## src/rtl/mdu_iter.sv

```systemverilog
// rtl/mdu_iter.sv - iterative radix-2 multiply/divide unit owning HI/LO
// Optional macro MDU_EARLY_EXIT_EN: multiplies end once no multiplier bits remain.
module mdu_iter #(
  parameter int WIDTH = 32
) (
  input  logic             clk,
  input  logic             reset,
  input  logic             clear,
  input  logic             start,
  input  logic [1:0]       op,
  input  logic [WIDTH-1:0] a,
  input  logic [WIDTH-1:0] b,
  input  logic             hi_we,
  input  logic             lo_we,
  input  logic [WIDTH-1:0] wd,
  output logic             busy,
  output logic             done,
  output logic [WIDTH-1:0] hi,
  output logic [WIDTH-1:0] lo
);
  localparam int CW = (WIDTH > 1) ? $clog2(WIDTH) : 1;
  localparam logic [CW-1:0] LAST = CW'(WIDTH - 1);

  typedef enum logic [1:0] {
    S_IDLE = 2'd0,
    S_CALC = 2'd1,
    S_FIX  = 2'd2
  } state_t;

  state_t               state_q, state_d;
  logic [CW-1:0]        cnt_q, cnt_d;
  logic [1:0]           op_q, op_d;
  logic                 sa_q, sa_d;
  logic                 sb_q, sb_d;
  logic [WIDTH-1:0]     aorig_q, aorig_d;
  logic [2*WIDTH-1:0]   acc_q, acc_d;
  logic [2*WIDTH-1:0]   mcand_q, mcand_d;
  logic [WIDTH-1:0]     mplier_q, mplier_d;
  logic [WIDTH-1:0]     hi_q, hi_d;
  logic [WIDTH-1:0]     lo_q, lo_d;
  logic                 done_q, done_d;

  logic [WIDTH-1:0]     abs_a, abs_b;
  logic [WIDTH:0]       rem_sh;
  logic                 rem_ge;
  logic [WIDTH-1:0]     rem_sub;
  logic [2*WIDTH-1:0]   prod;
  logic [WIDTH-1:0]     quot, rem;
  logic                 last_iter;

  // op[0] marks the signed variants, op[1] marks divide.
  always_comb begin
    abs_a   = (op[0] && a[WIDTH-1]) ? (~a + 1'b1) : a;
    abs_b   = (op[0] && b[WIDTH-1]) ? (~b + 1'b1) : b;
    rem_sh  = {acc_q[2*WIDTH-1:WIDTH], acc_q[WIDTH-1]};
    rem_ge  = (rem_sh >= {1'b0, mcand_q[WIDTH-1:0]});
    rem_sub = rem_sh[WIDTH-1:0] - mcand_q[WIDTH-1:0];
    prod    = (sa_q ^ sb_q) ? (~acc_q + 1'b1) : acc_q;
    quot    = acc_q[WIDTH-1:0];
    rem     = acc_q[2*WIDTH-1:WIDTH];
  end

  always_comb begin
    state_d   = state_q;
    cnt_d     = cnt_q;
    op_d      = op_q;
    sa_d      = sa_q;
    sb_d      = sb_q;
    aorig_d   = aorig_q;
    acc_d     = acc_q;
    mcand_d   = mcand_q;
    mplier_d  = mplier_q;
    hi_d      = hi_q;
    lo_d      = lo_q;
    done_d    = 1'b0;
    last_iter = (cnt_q == LAST);
`ifdef MDU_EARLY_EXIT_EN
    if (!op_q[1] && ((mplier_q >> 1) == '0)) last_iter = 1'b1;
`endif

    case (state_q)
      S_IDLE: begin
        if (start) begin
          state_d  = S_CALC;
          cnt_d    = '0;
          op_d     = op;
          sa_d     = op[0] & a[WIDTH-1];
          sb_d     = op[0] & b[WIDTH-1];
          aorig_d  = a;
          mcand_d  = '0;
          mplier_d = '0;
          if (op[1]) begin
            acc_d                  = {{WIDTH{1'b0}}, abs_a};
            mcand_d[WIDTH-1:0]     = abs_b;
          end else begin
            acc_d                  = '0;
            mcand_d[WIDTH-1:0]     = abs_a;
            mplier_d               = abs_b;
          end
        end else begin
          if (hi_we) hi_d = wd;
          if (lo_we) lo_d = wd;
        end
      end
      S_CALC: begin
        cnt_d = cnt_q + CW'(1);
        if (op_q[1]) begin
          // Restoring divide: acc holds {remainder, dividend/quotient}.
          if (rem_ge) acc_d = {rem_sub, acc_q[WIDTH-2:0], 1'b1};
          else        acc_d = {acc_q[2*WIDTH-2:0], 1'b0};
        end else begin
          if (mplier_q[0]) acc_d = acc_q + mcand_q;
          mcand_d  = mcand_q << 1;
          mplier_d = mplier_q >> 1;
        end
        if (last_iter) state_d = S_FIX;
      end
      S_FIX: begin
        state_d = S_IDLE;
        cnt_d   = '0;
        done_d  = 1'b1;
        if (!op_q[1]) begin
          {hi_d, lo_d} = prod;
        end else if (mcand_q[WIDTH-1:0] == '0) begin
          lo_d = '1;
          hi_d = aorig_q;
        end else begin
          lo_d = (sa_q ^ sb_q) ? (~quot + 1'b1) : quot;
          hi_d = sa_q ? (~rem + 1'b1) : rem;
        end
      end
      default: state_d = S_IDLE;
    endcase

    if (clear) begin
      state_d = S_IDLE;
      cnt_d   = '0;
      done_d  = 1'b0;
      hi_d    = hi_q;
      lo_d    = lo_q;
    end
  end

  always_ff @(posedge clk or negedge reset) begin
    if (!reset) begin
      state_q  <= S_IDLE;
      cnt_q    <= '0;
      op_q     <= '0;
      sa_q     <= 1'b0;
      sb_q     <= 1'b0;
      aorig_q  <= '0;
      acc_q    <= '0;
      mcand_q  <= '0;
      mplier_q <= '0;
      hi_q     <= '0;
      lo_q     <= '0;
      done_q   <= 1'b0;
    end else begin
      state_q  <= state_d;
      cnt_q    <= cnt_d;
      op_q     <= op_d;
      sa_q     <= sa_d;
      sb_q     <= sb_d;
      aorig_q  <= aorig_d;
      acc_q    <= acc_d;
      mcand_q  <= mcand_d;
      mplier_q <= mplier_d;
      hi_q     <= hi_d;
      lo_q     <= lo_d;
      done_q   <= done_d;
    end
  end

  assign busy = (state_q != S_IDLE);
  assign done = done_q;
  assign hi   = hi_q;
  assign lo   = lo_q;

endmodule

```

## config.mk

```make
export PLATFORM = sky130hd
export DESIGN_NAME = mdu_iter
export DESIGN_NICKNAME = d
export VERILOG_FILES = /design/src/rtl/mdu_iter.sv
export SDC_FILE = /design/constraint.sdc
export NUM_CORES = 1
export LEC_CHECK = 0
export ABC_AREA = 0
export BUFFER_PORTS_ARGS = -buffer_cell sky130_fd_sc_hd__buf_2
export CORE_MARGIN = 5
export CORE_UTILIZATION = 41
export CTS_CLUSTER_DIAMETER = 30
export DETAILED_ROUTE_END_ITERATION = 10
export GPL_ROUTABILITY_DRIVEN = 0
export GPL_TIMING_DRIVEN = 1
export PLACE_DENSITY = 0.55
export SYNTH_ARGS = -nofsm -noshare
export SYNTH_HDL_FRONTEND = slang
export SYNTH_SLANG_ARGS = --single-unit
```

## constraint.sdc

```tcl
create_clock -name clk -period 9.5 [get_ports clk]
set_input_delay 0.475 -clock clk [delete_from_list [all_inputs] [get_ports clk]]
set_output_delay 0.475 -clock clk [all_outputs]
set_load 0.02 [all_outputs]
```

==> impl_metrics.yaml, run 1 <==
run_status:
  status: "complete, no violations"
yosys:
  synth_top_family_by_area: "compound AO/OA/AOI/OAI gates"
  synth_mux_area_frac: 0.0497
  synth-edff-count: 0
  yosysUniqueCellTypes: 88
  syn_inst: 2650
  yosys_register_bits: 267
  synth_compound_area_frac: 0.262
  synth-adder-area-share: 0.0630
  syn-mean-instance-area_um2: 8.11
  async_reset_ff_frac: 1.00
  synthXorXnorAreaFrac: 0.0957
  ys.warnings.count: 0
  synthSimpleGateAreaFrac: 0.169
  synth-main-ff-cell: "dfrtp_1"
  synth_nets: 2861
  netlist_area_mm2: 0.0215
  yosysSeqAreaShare: 0.311
timing:
  fin_ws_ns: 5.29
  worst_pin_slew_ns: 1.25
  holdWs_ns: 0.133
  grt_setup_unrepaired: "no"
  setup_viol: 0
  setup-tns-final_ns: 0
  period_share: 0.444
  hold_violations: 0
  min_period_ns: 4.21
  drv_slew: 0
  fin_worst_skew_ns: 0.0231
  relSlewSlack: 0.167
  fmax_ghz: 0.237
detailed_routing:
  vias_per_cell: 6.07
  wl_per_cell_um: 23.8
  routed_wl_um: 83300
  dr_total_vias: 21200
  drtIter0Drc: 2056
  first_pass_iters: 6
  drc_errors: 0
  ant_nets: 0
grt:
  grt_pass1_vias: 20300
  antenna_found_initial: 2
  grt_start_max_net_pins: 169
  track_usage: 0.281
  grt_pass1_wl_um: 124000
  grt_overflow_total: 0
finish:
  stdcell_area_mm2: 0.0255
  finalNetCount: 2960
  drive_above_1_share: 0.148
  layout_commonest_cell: "nand2_1"
  n_antenna_cell: 0
  area_growth_pct: 18.4
  fill_cells: 5025
  final_cell_mix: "nand2_1, o21ai_0, dfrtp_1"
worst_setup_path:
  cp.required_ns: 9.99
  cp_cell_sequence: "inv_1 -> ha_1 -> inv_1 -> fa_1 -> a21oi_1 -> o22ai_1 -> nand4_1 -> a2111oi_0 -> o2111ai_1 -> a21oi_1 -> o21ai_0 -> o21ai_0 -> xor2_1 -> a211o_1"
  start_kind: "flop"
  crit_path_end_kind: "flop"
  crit_family: "compound AO/OA/AOI/OAI gates"
  path_buf_inv: 2
  critPathMaxFanout: 8
  cp.arrival_ns: 4.70
  critPathMaxStageDelay_ns: 0.71
  critical_path_class: "reg2reg"
  crit_path_top_delay_cell: "dfrtp_1"
floorplan:
  die_x_um: 239
  die-area_mm2: 0.0571
  initial_core_util: 0.412
  std_cell_rows: 84
  core-area_mm2: 0.0522
  ios: 170
  die_y_um: 239
cts:
  cts_resized: 0
  root_buffer: "clkbuf_16"
  cts-hold-fix-buffers: 1
  cts_sinks: 267
  cts_buffers: 76
  htreeDepth: 3
  clk_pin_slew_ns: 0.04
  cts_tree: "yes"
  clock_latency_ns: 0.61
  cts_buffer_depth: 3
  cts_setup_buffers: 0
power_and_ir_drop:
  clkPwrFrac: 0.326
  p_sw_uw: 3630
  combPwrFrac: 0.441
  p_int_uw: 4730
  total_power_uw: 8360
  leakage_uw: 0.0113
  pwr_density_cell_mw_per_mm2: 328
  seqPwrFrac: 0.233
  switching_share: 0.434
  vdd_drop_max_mv: 0.155
place:
  place_area_mm2: 0.0227
  hpwl_um: 62800
  portBuffers: 169
  place_ws_ns: 5.45
worst_hold_path:
  hold_class: "in2reg"
flow_run:
  cap_viol_max_count: 0
## registers in the layout, summed over array words and instances (netlist names)
signal / count
lo: 32
sa_q: 1
cnt_q: 5
hi: 32
done: 1
mcand_q: 64
sb_q: 1
op_q: 1
aorig_q: 32
mplier_q: 32
acc_q: 64
state_q: 2
## worst reg2reg max path, cell delays in order, from the launching register on
cell and delay (ns):
dfrtp_1 0.71, inv_1 0.10, ha_1 0.29, inv_1 0.10, fa_1 0.21, a21oi_1 0.11, o22ai_1 0.40, nand4_1 0.21
a2111oi_0 0.71, o2111ai_1 0.23, a21oi_1 0.28, o21ai_0 0.15, o21ai_0 0.22, xor2_1 0.10, a211o_1 0.30
## cells in the mapped netlist, drive strengths merged, types with 18 or more instances
cell type | instances | area share
a211oi | 64 | 0.023
a21o | 41 | 0.014
a21oi | 222 | 0.052
a221oi | 24 | 0.010
a22o | 43 | 0.018
buf | 34 | 0.0099
clkbuf | 138 | 0.026
dfrtp | 267 | 0.31
ha | 105 | 0.061
inv | 77 | 0.013
mux2 | 46 | 0.024
mux2i | 55 | 0.026
nand2 | 308 | 0.054
nand2b | 18 | 0.0057
nand3 | 30 | 0.0070
nand4 | 24 | 0.0070
nor2 | 225 | 0.039
nor3 | 39 | 0.0091
nor4 | 25 | 0.0076
o211ai | 30 | 0.010
o21ai | 293 | 0.068
o21bai | 20 | 0.0070
o22ai | 41 | 0.012
o31ai | 26 | 0.0091
or3 | 24 | 0.0073
or4 | 24 | 0.0093
xnor2 | 118 | 0.048
xor2 | 117 | 0.048
## layer usage
metal | track usage | wire length [µm]
met1 | 0.382 | 35200
met2 | 0.435 | 37000
met3 | 0.0585 | 7500
met4 | 0.121 | 3550
met5 | 0 | 13
## area by class of cell
| class | count | area, µm² | share of cell area |
|---|---|---|---|
| tap | 688 | 861 | 0.0338 |
| inverter | 78 | 293 | 0.0115 |
| clock buffer | 100 | 2130 | 0.0837 |
| timing repair buffer | 194 | 1060 | 0.0416 |
| clock inverter | 38 | 619 | 0.0243 |
| sequential | 267 | 6690 | 0.263 |
| multi-input combinational | 2132 | 13800 | 0.543 |
## power groups by stage
stage	Sequential, µW	Combinational [µW]	Clock (µW)
after floorplan	1850	2530	0
after global placement	1920	3590	0
after detailed placement	1940	3600	0
after CTS	1930	3620	2760
after global routing	1980	3990	2830
final	1950	3680	2730
## kinds of logic (layout without fill, tap and decap cells)
logic type,Yosys count,after routing
flops,267,267
mux,101,101
simple gates,787,787
xor+xnor,235,235
compound gates,902,902
fa+ha+maj,107,107
buf+inv,251,410
## stage by stage
stage | instances | utilization
5_1_grt | 3497 | 0.488
2_1_floorplan | 2650 | -
4_1_cts | 3497 | 0.488
3_5_place_dp | 3358 | 0.435
3_3_place_gp | 3358 | 0.435
6_report | 3497 | 0.488
## path summary, 6_finish.rpt
path,startpoint,end,slack [ns],depth (start not counted)
max,acc_q[31],acc_q[62],5.29,14
min,clear,done,0.13,2
max reg2reg,acc_q[31],acc_q[62],5.29,14
min reg2reg,hi[12],hi[12],0.47,1
max in group asynchronous,reset,op_q[1],7.41,3
min in group asynchronous,reset,hi[28],0.49,2
No activity file was read; power rests on OpenSTA's default activity.
==> run 2: changes to the inputs <==
--- a/config.mk
+++ b/config.mk
@@ -5,7 +5,7 @@
 export SDC_FILE = /design/constraint.sdc
 export NUM_CORES = 1
 export LEC_CHECK = 0
-export ABC_AREA = 0
+export ABC_AREA = 1
 export BUFFER_PORTS_ARGS = -buffer_cell sky130_fd_sc_hd__buf_2
 export CORE_MARGIN = 5
 export CORE_UTILIZATION = 41
@@ -13,7 +13,7 @@
 export DETAILED_ROUTE_END_ITERATION = 10
 export GPL_ROUTABILITY_DRIVEN = 0
 export GPL_TIMING_DRIVEN = 1
-export PLACE_DENSITY = 0.55
+export PLACE_DENSITY = 0.57
 export SYNTH_ARGS = -nofsm -noshare
 export SYNTH_HDL_FRONTEND = slang
 export SYNTH_SLANG_ARGS = --single-unit
==> constraint.sdc (replaced) <==
create_clock -name clk -period 3.8 [get_ports clk]
set_input_delay 0.19 -clock clk [delete_from_list [all_inputs] [get_ports clk]]
set_output_delay 0.19 -clock clk [all_outputs]
set_load 0.02 [all_outputs]
==> run 2 against run 1 <==
Combinational power rose to 4.1 times the previous value. Sequential power grew to 2.7 times the previous value. Register-to-register slack lost 4.7 ns. Largest cell class unchanged.
==> impl_metrics.yaml, run 2 <==
timing:
  setup-tns-final_ns: 0
  period_share: 0.858
  grt_setup_unrepaired: "no"
  drv_slew: 0
  min_period_ns: 3.26
  hold_violations: 0
  fmax_ghz: 0.307
  setup_viol: 0
  worst_pin_slew_ns: 1.22
  relSlewSlack: 0.190
  holdWs_ns: 0.0202
  fin_worst_skew_ns: 0.0496
worst_setup_path:
  critPathMaxFanout: 33
  cp.required_ns: 4.30
  reg2reg_from: "mcand_q[22]"
  crit_top_cell: "nand2_1"
  reg2regPathDepth: 14
  cp_cell_sequence: "inv_1 -> ha_1 -> nand2_1 -> nand2_1 -> a21oi_2 -> nand2_1 -> nand2_1 -> nand2_1 -> a21oi_4 -> nand2_4 -> nand2_1 -> nand3_1 -> nand3_1 -> nand2_1"
  crit_path_top_delay_cell: "a21oi_4"
  r2r_setup_slack_ns: 0.54
  critical_path_class: "reg2reg"
  crit_path_end_kind: "flop"
  rr_endpoint: "acc_q[52]"
  start_kind: "flop"
  cp.arrival_ns: 3.76
  worstSetupStartpoint: "mcand_q[22]"
  endpoint: "acc_q[52]"
  critPathMaxStageDelay_ns: 0.59
power_and_ir_drop:
  vdd_drop_max_mv: 0.448
  leakage_uw: 0.0170
  pwr_density_cell_mw_per_mm2: 859
  combPwrFrac: 0.543
  switching_share: 0.519
  total_power_uw: 27600
  clkPwrFrac: 0.270
  p_sw_uw: 14300
  p_int_uw: 13300
  seqPwrFrac: 0.187
floorplan:
  die_x_um: 264
  initial_core_util: 0.413
  die_y_um: 264
  std_cell_rows: 93
  die-area_mm2: 0.0699
  ios: 170
  core-area_mm2: 0.0642
grt:
  grt_pass1_wl_um: 183000
  antenna_found_initial: 1
  track_usage: 0.341
  grt_overflow_total: 0
  grt_start_max_net_pins: 89
  grt_pass1_vias: 29400
yosys:
  synth_top_area_frac: 0.252
  synth_most_common_cell: "nand2_1"
  yosysUniqueCellTypes: 56
  netlist_area_mm2: 0.0265
  yosys_register_bits: 267
  ys.warnings.count: 0
  synthTopCellsByArea: "dfrtp_1, nand2_1, inv_1"
  syn_inst: 4570
  yosysTopAreaCell: "dfrtp_1"
  yosys-top-cells-count: "nand2_1, inv_1, nor2_1"
  synth_nets: 4781
  synth-edff-count: 0
  yosysSeqAreaShare: 0.252
  syn-mean-instance-area_um2: 5.80
  async_reset_ff_frac: 1.00
  synth-main-ff-cell: "dfrtp_1"
detailed_routing:
  first_pass_iters: 7
  drc_errors: 0
  vias_per_cell: 5.50
  wl_per_cell_um: 21.7
  routed_wl_um: 125000
  ant_nets: 0
  dr_total_vias: 31600
  drtIter0Drc: 3754
finish:
  finalNetCount: 5036
  stdcell_area_mm2: 0.0321
  final_cell_mix: "nand2_1, inv_1, nor2_1"
  area_growth_pct: 21.2
  reg_top3: "acc_q (64), mcand_q (64)"
  fill_cells: 6745
  layout_commonest_cell: "nand2_1"
  drive_above_1_share: 0.0973
worst_hold_path:
  hold_start: "b[18]"
  hold_class: "in2reg"
cts:
  clk_pin_slew_ns: 0.04
  root_buffer: "clkbuf_16"
  cts_buffers: 85
  cts_tree: "yes"
  htreeDepth: 3
  clock_latency_ns: 0.66
  cts_buffer_depth: 3
  cts_sinks: 267
run_status:
  status: "complete, no violations"
place:
  place_area_mm2: 0.0283
  portBuffers: 169
  hpwl_um: 98600
flow_run:
  cap_viol_max_count: 0
run 2: repair_timing:
item                                    in CTS  in global routing
resized for setup                            0                  0
setup buffers                                0                  0
endpoints found under the hold margin      180                  0
endpoints found under the setup margin       0                  6
hold buffers                                82                  0
run 2: layout make-up:
| type | instances | area, µm² | share of cell area |
|---|---|---|---|
| timing repair buffer | 310 | 2140 | 0.0667 |
| tap | 855 | 1070 | 0.0333 |
| sequential | 267 | 6680 | 0.208 |
| clock buffer | 111 | 2360 | 0.0736 |
| clock inverter | 44 | 682 | 0.0212 |
| multi-input combinational | 3445 | 16500 | 0.513 |
| antenna | 2 | 5.00 | 0.000156 |
| inverter | 716 | 2690 | 0.0837 |
run 2: critical path, delay by kind of cell, from the launching register on:
family                   cells  cell delay [ns]
AND/OR/NAND/NOR             10             1.41
AO/OA/AOI/OAI                2             0.73
flip-flops                   1             0.38
adder cells (fa/ha/maj)      1             0.35
buffers and inverters        1             0.22
run 2: metrics by stage:
| stage | instances | utilization | setup WS, ns |
|---|---|---|---|
| 2_1_floorplan | 4570 | - | 1.59 |
| 3_3_place_gp | 5510 | 0.440 | 0.309 |
| 3_5_place_dp | 5510 | 0.440 | 0.224 |
| 4_1_cts | 5747 | 0.500 | 0.204 |
| 5_1_grt | 5748 | 0.500 | 0.326 |
| 6_report | 5750 | 0.500 | 0.539 |
run 2: kinds of logic after synthesis:
| kind of cell | after synthesis | share of synthesized area |
|---|---|---|
| buf+inv | 859 | 0.127 |
| flops | 267 | 0.252 |
| xor+xnor | 100 | 0.0330 |
| fa+ha+maj | 107 | 0.0510 |
| compound gates | 641 | 0.134 |
| simple gates | 2596 | 0.403 |
run 2: worst min path at each step:
stage	end	slack [ns]	depth (start not counted)
5_1_grt	mplier_q[26]	0.03	5
3_3_place_gp	mplier_q[18]	0.19	1
2_1_floorplan	acc_q[0]	-0.11	0
4_1_cts	mplier_q[18]	0.01	4
6_report	mplier_q[18]	0.02	4
3_5_place_dp	mplier_q[17]	0.18	1
run 2: power groups by stage:
stage	combinational, µW	sequential (µW)	clock (µW)
CTS	14500	5110	7510
detailed placement	14400	5130	0
global route	16200	5230	7690
floorplan	9090	5040	0
finish	15000	5170	7470
global placement	14400	5120	0
run 2: per-layer routing:
layer  share of wire  track usage  vias to the layer above
li1                -            -                    15000
met1            0.40        0.446                    14600
met2            0.43        0.517                     1706
met3            0.11       0.0964                      366
met4           0.064        0.175                        0
met5               0            0                        -
